$ cat src/rtl/lsu_ctrl.sv
// ============================================================================
// lsu_ctrl -- load/store unit controller
//
// Sits between the execute stage and a data memory with a combinational read
// port. Accepts one load or store at a time, drives the memory strobes from
// registers, and returns the extended load result together with the
// destination-register tag as a one-cycle response pulse.
//
// Compile-time option:
//   LSU_MISALIGNED_SPLIT_EN  defined   : misaligned loads become two aligned
//                                        word reads (SPLIT_LO/SPLIT_HI);
//                                        misaligned stores become a series of
//                                        byte stores (STBYTE).
//                            undefined : misaligned requests complete at once
//                                        with resp_misaligned=1.
//
// Handshake: a request transfers on a rising edge where req_valid && req_ready.
// req_ready is high only in IDLE; the request fields need only be stable in
// the transfer cycle, because everything needed later is registered.
//
// Ports:
//   clk, rst                   clock, synchronous active-high reset
//   req_valid/req_ready        request handshake
//   req_load/req_store         operation select (exactly one must be high)
//   req_addr, req_wdata        byte address, right-justified store data
//   req_func3, req_tag         RV32 size/sign code, destination tag
//   memory_read/memory_write   memory strobes (never both high)
//   mem_addr/mem_wdata/mem_func3  memory address, write data, size code
//   mem_rdata                  combinational memory read data
//   resp_valid                 one-cycle completion pulse
//   resp_data/resp_tag         extended load result (0 otherwise), tag
//   resp_misaligned/illegal    fault flags
//   dbg_state                  current FSM state encoding
// ============================================================================
module lsu_ctrl #(
    parameter int TAG_W = 5
) (
    input  logic             clk,
    input  logic             rst,
    input  logic             req_valid,
    output logic             req_ready,
    input  logic             req_load,
    input  logic             req_store,
    input  logic [31:0]      req_addr,
    input  logic [31:0]      req_wdata,
    input  logic [2:0]       req_func3,
    input  logic [TAG_W-1:0] req_tag,
    output logic             memory_read,
    output logic             memory_write,
    output logic [31:0]      mem_addr,
    output logic [31:0]      mem_wdata,
    output logic [2:0]       mem_func3,
    input  logic [31:0]      mem_rdata,
    output logic             resp_valid,
    output logic [31:0]      resp_data,
    output logic [TAG_W-1:0] resp_tag,
    output logic             resp_misaligned,
    output logic             resp_illegal,
    output logic [2:0]       dbg_state
);

    typedef enum logic [2:0] {
        S_IDLE     = 3'd0,
        S_ACCESS   = 3'd1,
        S_SPLIT_LO = 3'd2,
        S_SPLIT_HI = 3'd3,
        S_STBYTE   = 3'd4,
        S_RESP     = 3'd5
    } state_e;

    state_e             state_q, state_d;
    logic [TAG_W-1:0]   tag_q, tag_d;
    logic [2:0]         func3_q, func3_d;
    logic               is_load_q, is_load_d;

    logic               mem_read_q, mem_read_d;
    logic               mem_write_q, mem_write_d;
    logic [31:0]        mem_addr_q, mem_addr_d;
    logic [31:0]        mem_wdata_q, mem_wdata_d;
    logic [2:0]         mem_func3_q, mem_func3_d;

    logic               resp_valid_q, resp_valid_d;
    logic [31:0]        resp_data_q, resp_data_d;
    logic [TAG_W-1:0]   resp_tag_q, resp_tag_d;
    logic               resp_mis_q, resp_mis_d;
    logic               resp_ill_q, resp_ill_d;

`ifdef LSU_MISALIGNED_SPLIT_EN
    logic [31:0]        addr_q, addr_d;
    logic [31:0]        wdata_q, wdata_d;
    logic [31:0]        lo_q, lo_d;       // low word of a split load
    logic [2:0]         cnt_q, cnt_d;     // index of the next byte to store
    logic [2:0]         byte_last;        // number of bytes in a split store
    logic [31:0]        split_word;
`endif

    logic req_illegal;
    logic req_misaligned;

    // Sign/zero extension of right-justified load data by func3.
    function automatic logic [31:0] load_extend(input logic [2:0] f3, input logic [31:0] d);
        case (f3[1:0])
            2'b00:   return f3[2] ? {24'b0, d[7:0]}  : {{24{d[7]}}, d[7:0]};
            2'b01:   return f3[2] ? {16'b0, d[15:0]} : {{16{d[15]}}, d[15:0]};
            default: return d;
        endcase
    endfunction

    always_comb begin
        req_illegal = 1'b0;
        if (req_load == req_store) begin
            req_illegal = 1'b1;
        end else if (req_load) begin
            req_illegal = (req_func3 == 3'b011) || (req_func3 == 3'b110) || (req_func3 == 3'b111);
        end else begin
            req_illegal = (req_func3 >= 3'b011);
        end
    end

    assign req_misaligned = ((req_func3[1:0] == 2'b01) && req_addr[0]) ||
                            ((req_func3[1:0] == 2'b10) && (req_addr[1:0] != 2'b00));

`ifdef LSU_MISALIGNED_SPLIT_EN
    assign byte_last  = (func3_q[1:0] == 2'b01) ? 3'd2 : 3'd4;
    // {hi,lo} shifted right by the byte offset brings the wanted bytes to bit 0.
    assign split_word = 32'({mem_rdata, lo_q} >> {addr_q[1:0], 3'b000});
`endif

    always_comb begin
        state_d      = state_q;
        tag_d        = tag_q;
        func3_d      = func3_q;
        is_load_d    = is_load_q;
        mem_read_d   = 1'b0;
        mem_write_d  = 1'b0;
        mem_addr_d   = 32'b0;
        mem_wdata_d  = 32'b0;
        mem_func3_d  = 3'b0;
        resp_valid_d = 1'b0;
        resp_data_d  = 32'b0;
        resp_tag_d   = '0;
        resp_mis_d   = 1'b0;
        resp_ill_d   = 1'b0;
`ifdef LSU_MISALIGNED_SPLIT_EN
        addr_d       = addr_q;
        wdata_d      = wdata_q;
        lo_d         = lo_q;
        cnt_d        = cnt_q;
`endif

        case (state_q)
            S_IDLE: begin
                if (req_valid) begin
                    tag_d     = req_tag;
                    func3_d   = req_func3;
                    is_load_d = req_load;
                    if (req_illegal) begin
                        state_d      = S_RESP;
                        resp_valid_d = 1'b1;
                        resp_ill_d   = 1'b1;
                        resp_tag_d   = req_tag;
                    end else if (req_misaligned) begin
`ifdef LSU_MISALIGNED_SPLIT_EN
                        addr_d  = req_addr;
                        wdata_d = req_wdata;
                        if (req_load) begin
                            state_d     = S_SPLIT_LO;
                            mem_read_d  = 1'b1;
                            mem_func3_d = 3'b010;
                            mem_addr_d  = {req_addr[31:2], 2'b00};
                        end else begin
                            state_d     = S_STBYTE;
                            mem_write_d = 1'b1;
                            mem_func3_d = 3'b000;
                            mem_addr_d  = req_addr;
                            mem_wdata_d = {24'b0, req_wdata[7:0]};
                            cnt_d       = 3'd1;
                        end
`else
                        state_d      = S_RESP;
                        resp_valid_d = 1'b1;
                        resp_mis_d   = 1'b1;
                        resp_tag_d   = req_tag;
`endif
                    end else begin
                        state_d     = S_ACCESS;
                        mem_read_d  = req_load;
                        mem_write_d = req_store;
                        mem_addr_d  = req_addr;
                        mem_wdata_d = req_wdata;
                        mem_func3_d = req_func3;
                    end
                end
            end

            S_ACCESS: begin
                state_d      = S_RESP;
                resp_valid_d = 1'b1;
                resp_tag_d   = tag_q;
                resp_data_d  = is_load_q ? load_extend(func3_q, mem_rdata) : 32'b0;
            end

`ifdef LSU_MISALIGNED_SPLIT_EN
            S_SPLIT_LO: begin
                state_d     = S_SPLIT_HI;
                lo_d        = mem_rdata;
                mem_read_d  = 1'b1;
                mem_func3_d = 3'b010;
                mem_addr_d  = {addr_q[31:2], 2'b00} + 32'd4;
            end

            S_SPLIT_HI: begin
                state_d      = S_RESP;
                resp_valid_d = 1'b1;
                resp_tag_d   = tag_q;
                resp_data_d  = load_extend(func3_q, split_word);
            end

            S_STBYTE: begin
                if (cnt_q == byte_last) begin
                    state_d      = S_RESP;
                    resp_valid_d = 1'b1;
                    resp_tag_d   = tag_q;
                end else begin
                    mem_write_d = 1'b1;
                    mem_func3_d = 3'b000;
                    mem_addr_d  = addr_q + {29'b0, cnt_q};
                    mem_wdata_d = {24'b0, wdata_q[8*cnt_q[1:0] +: 8]};
                    cnt_d       = cnt_q + 3'd1;
                end
            end
`endif

            S_RESP: begin
                state_d = S_IDLE;
            end

            default: begin
                state_d = S_IDLE;
            end
        endcase
    end

    always_ff @(posedge clk) begin
        if (rst) begin
            state_q      <= S_IDLE;
            tag_q        <= '0;
            func3_q      <= 3'b0;
            is_load_q    <= 1'b0;
            mem_read_q   <= 1'b0;
            mem_write_q  <= 1'b0;
            mem_addr_q   <= 32'b0;
            mem_wdata_q  <= 32'b0;
            mem_func3_q  <= 3'b0;
            resp_valid_q <= 1'b0;
            resp_data_q  <= 32'b0;
            resp_tag_q   <= '0;
            resp_mis_q   <= 1'b0;
            resp_ill_q   <= 1'b0;
`ifdef LSU_MISALIGNED_SPLIT_EN
            addr_q       <= 32'b0;
            wdata_q      <= 32'b0;
            lo_q         <= 32'b0;
            cnt_q        <= 3'b0;
`endif
        end else begin
            state_q      <= state_d;
            tag_q        <= tag_d;
            func3_q      <= func3_d;
            is_load_q    <= is_load_d;
            mem_read_q   <= mem_read_d;
            mem_write_q  <= mem_write_d;
            mem_addr_q   <= mem_addr_d;
            mem_wdata_q  <= mem_wdata_d;
            mem_func3_q  <= mem_func3_d;
            resp_valid_q <= resp_valid_d;
            resp_data_q  <= resp_data_d;
            resp_tag_q   <= resp_tag_d;
            resp_mis_q   <= resp_mis_d;
            resp_ill_q   <= resp_ill_d;
`ifdef LSU_MISALIGNED_SPLIT_EN
            addr_q       <= addr_d;
            wdata_q      <= wdata_d;
            lo_q         <= lo_d;
            cnt_q        <= cnt_d;
`endif
        end
    end

    assign req_ready       = (state_q == S_IDLE);
    assign memory_read     = mem_read_q;
    assign memory_write    = mem_write_q;
    assign mem_addr        = mem_addr_q;
    assign mem_wdata       = mem_wdata_q;
    assign mem_func3       = mem_func3_q;
    assign resp_valid      = resp_valid_q;
    assign resp_data       = resp_data_q;
    assign resp_tag        = resp_tag_q;
    assign resp_misaligned = resp_mis_q;
    assign resp_illegal    = resp_ill_q;
    assign dbg_state       = state_q;

endmodule

$ cat config.mk
export PLATFORM = sky130hd
export DESIGN_NAME = lsu_ctrl
export DESIGN_NICKNAME = d
export VERILOG_FILES = /design/src/rtl/lsu_ctrl.sv
export SDC_FILE = /design/constraint.sdc
export NUM_CORES = 1
export LEC_CHECK = 0
export ABC_AREA = 1
export CAP_MARGIN = 20
export CORE_AREA = 2 2 94 114
export CTS_CLUSTER_SIZE = 8
export DETAILED_ROUTE_END_ITERATION = 10
export DIE_AREA = 0 0 96 116
export GPL_TIMING_DRIVEN = 0
export PLACE_DENSITY_LB_ADDON = 0.25
export SYNTH_ARGS = -nofsm -noshare
export SYNTH_HDL_FRONTEND = slang
export SYNTH_SLANG_ARGS = --single-unit
$ cat constraint.sdc
create_clock -name clk -period 3.33 [get_ports clk]
set_input_delay 0.4995 -clock clk [delete_from_list [all_inputs] [get_ports clk]]
set_output_delay 0.4995 -clock clk [all_outputs]
set_load 0.05 [all_outputs]
==> summary by stage <==
Outcome
The flow ran to the end, and the final reports show no timing, DRC or antenna violations.

Drt
The detailed-route via count is 3375. The total wire length after detailed routing is 9965 µm. The wire length per cell is 11.99 µm. The via count normalized by instance count is 4.061. The remaining number of nets flagged by the antenna check after routing is 0.

The DRC violations left is 0. For this block, the initial DRC count from the detailed router was 84. The number of search-and-repair iterations in the first detailed-routing pass is 4.

CTS
Buffers added to address setup during post-CTS repair amount to 0. Clock tree synthesis found a total of 120 sinks. After clock tree synthesis, the repair step resized 0 gates.

Clock tree synthesis inserted a total of 17 buffers. TritonCTS built the clock tree. In this run the number of H-tree levels came out at 4. The clock root buffer is sky130_fd_sc_hd__clkbuf_16. The clock-pin slew on the worst setup and hold paths is 50 ps. For the worst-skew pair, the clock arrives at the later sink with an insertion delay of 400 ps. The post-cts hold buffer count is 0. The buffer depth of the longest clock path is 2.

Timing
The number of pins exceeding their max-slew limit in the final report is 0. Setup repair after global routing left no endpoint under its margin. Setup violations remaining at the end of the flow were counted as 0. Clock skew on the completed layout was measured at 4.671 ps. The share of the cycle needed by the critical path after routing is 68.94%. The slew at the pin closest to its max-slew limit is 555.7 ps. Setup total negative slack on the finished layout was measured at 0 ps. The worst-case headroom to the max-slew limit is 62.84%. The clock period minus worst slack is 2296 ps.

The final hold violation count is 0. For this run, the top clock speed supported by timing is 0.4356 GHz.

Logic synthesis
The share of Yosys cell area claimed by the top area cell type is 61.64%. Synthesis handed over a netlist of 453 instances. The distinct cell type count of the synthesized netlist is 24. The sequential fraction of the synthesis area is 61.64%.

During synthesis, Yosys emitted a total of 0 warnings. In the synthesized netlist, mux cells make up 0% of the area. The synthesized area is 3897 µm². The area share of fa/ha/maj cells after synthesis is 0%. The synthesized area per cell is 8.604 µm².

When the netlist entered floorplanning its net count stood at 562. The flip-flop and latch count after synthesis is 120. The XOR/XNOR share of the synthesized area is 0%.

After synthesis, the share of flip-flops with an asynchronous set or reset is 0%. In the synthesized netlist, the cells that appear most often are sky130_fd_sc_hd__inv_1 (124), sky130_fd_sc_hd__dfxtp_1 (120), sky130_fd_sc_hd__nor2_1 (76). In the post-synthesis netlist, the biggest area contributors are sky130_fd_sc_hd__dfxtp_1 (62%), sky130_fd_sc_hd__inv_1 (12%), sky130_fd_sc_hd__nor2_1 (7.3%). The compound-gate portion of the synthesized area is 6.453%. The synthesized netlist devotes 17.43% of its cell area to simple gates. Yosys mapped a number of flops with a built-in enable equal to 0. Of all cell types, the one taking the most synthesized area is sky130_fd_sc_hd__dfxtp_1. By area, the combinational part of the netlist is dominated by simple AND/OR/NAND/NOR gates.

For this run, the leading register cell type out of synthesis is sky130_fd_sc_hd__dfxtp_1. sky130_fd_sc_hd__inv_1 is the most common cell in the netlist.

Floorplan
The count of standard-cell rows is 40. The die covers 11140 µm². For this configuration, the core starts out at a cell density of 39.13%.

The die is 96 µm wide. The core outline area is 9960 µm². The I/O pin count is 222. The die is 116 µm tall.

Worst setup path
The worst setup path is captured at an output pin. On the critical path the largest part of the delay comes from buffers and inverters. The signal arrival time at the worst endpoint is 1800 ps.

The sort of element at the start of the critical path is a flop. The setup path with the least slack is of type reg -> out. The maximum fanout along the worst path is 7. On the worst path, the slowest cell contributes a delay of 900 ps.

The slowest stage of the critical path belongs to the cell sky130_fd_sc_hd__clkdlybuf4s50_1. In this run the register-to-register setup slack is 1860 ps. The combined buffer and inverter count along the critical path is 1. The required time at the worst-slack endpoint is 2830 ps. The signal on the critical path passes through clkdlybuf4s50_1.

Hold path
The tightest min-delay check is of the reg -> reg type.

Global routing
After global routing the overflow that remains totals 0. The met2 layer usage reported by global route is 33.70%. The met3 routing resource usage after global routing is 6.502%. Entering global routing, the biggest net connects 17 pins. In this run the most used layer during global routing was met2. The global routing met1 resource utilization is 17.59%. The number of global-route vias before repair is 3333. The number of antenna violations at the first check in global routing is 0.

Global routing consumed, over all layers together, 18.15% of the routing resources. The first global-routing pass estimated 15350 µm of wire.

Placement
Input and output buffers added on the ports amount to 220. The global placement routability congestion is 0.7678. The detailed-placement wirelength estimate is 7671 µm.

Run
The count of maximum capacitance violations is 0.

Cells and area
The net total in the final layout is 801. The antenna diode count is 0. The utilization of the core after routing is 69.02%. The share of post-route cells with drive strength above 1 is 8.511%. The layout-stage area growth over the synthesis result is 76.37%.

Power and ir drop
The maximum ir drop on the vdd rail is 0.3713 mV. The internal cell power is 2.887 mW. The switching power total is 0.8418 mW. Total power for the finished layout comes to 3.729 mW. The switching power as a share of total power is 22.57%. The power share of the combinational group is 10.5%.

The fraction of power consumed by sequential logic is 39.7%. Per report_power, the clock group accounts for 49.8% of the total. The analysis attributes to cell leakage a power of 3.241 nW. The power density normalized to cell area is 542.4 nW/µm².
[path summary, 6_finish.rpt]
path           startpoint       endpoint  cells past startpoint
max          dbg_state[0]   dbg_state[0]                      1
min              tag_q[4]       tag_q[4]                      2
max reg2reg  dbg_state[2]  resp_data[23]                      6
min reg2reg      tag_q[4]       tag_q[4]                      2
[cell usage in the layout (no fill, tap or decap), types with 2 or more instances in the layout]
master                            synthesis  layout
sky130_fd_sc_hd__nand2_1                 49      49
sky130_fd_sc_hd__clkbuf_1                 4       5
sky130_fd_sc_hd__clkbuf_8                 0       3
sky130_fd_sc_hd__o21a_1                   3       3
sky130_fd_sc_hd__nor2_1                  76      76
sky130_fd_sc_hd__clkbuf_16                0      17
sky130_fd_sc_hd__clkinvlp_4               0       5
sky130_fd_sc_hd__a21oi_1                 21      21
sky130_fd_sc_hd__dfxtp_1                120     120
sky130_fd_sc_hd__bufinv_16                0       3
sky130_fd_sc_hd__buf_6                    2       2
sky130_fd_sc_hd__inv_1                  124     124
sky130_fd_sc_hd__o21ai_0                 19      19
sky130_fd_sc_hd__clkdlybuf4s50_1          0     220
sky130_fd_sc_hd__buf_2                    8       8
sky130_fd_sc_hd__clkinv_2                 0       2
sky130_fd_sc_hd__nor2_4                  12      12
sky130_fd_sc_hd__nand3_1                  3       3
[registers in the layout, summed over array words and instances (netlist names), 2 cells and up]
name	cells
func3_q	3
resp_data	32
dbg_state	2
tag_q	5
mem_addr	32
mem_wdata	32
mem_func3	3
resp_tag	5
[metal layers]
layer / vias to the layer above / wire length [µm]
li1: 1768 / -
met1: 1485 / 3628
met2: 110 / 5496
met3: 12 / 673
met4: 0 / 166
met5: - / 0
[stage by stage]
stage / std cells / area, µm² / setup WS [ps] / hold WS [ps]
floorplan: 453 / 3897 / 1589 / 444.2
global placement: 799 / 6257 / 1179 / 451.8
detailed placement: 799 / 6257 / 1169 / 460.1
CTS: 831 / 6874 / 1004 / 471.0
global route: 831 / 6874 / 989.5 / 502.3
finish: 831 / 6874 / 1034 / 467.9
[power by group through the flow]
stage / combinational [mW] / clock, mW / sequential (mW)
2_1_floorplan: 0.122 / 0 / 1.58
3_3_place_gp: 0.386 / 0 / 1.51
3_5_place_dp: 0.391 / 0 / 1.51
4_1_cts: 0.394 / 1.89 / 1.48
5_1_grt: 0.426 / 1.95 / 1.48
6_report: 0.391 / 1.86 / 1.48
[cells by family after synthesis]
family / count (synthesis)
compound gates: 46
buf+inv: 141
simple gates: 145
flops: 120
other cells: 1
[cell type report]
class | instances | area, µm²
inverters | 126 | 475.5
fillers | 758 | 3085
multi-input cells | 192 | 934.6
clock inverters | 11 | 146.4
repair buffers | 220 | 2202
plain buffers | 15 | 85.08
flip-flops and latches | 120 | 2402
clock buffers | 21 | 470.5
well taps | 126 | 157.7
No activity file was read; power rests on OpenSTA's default activity.
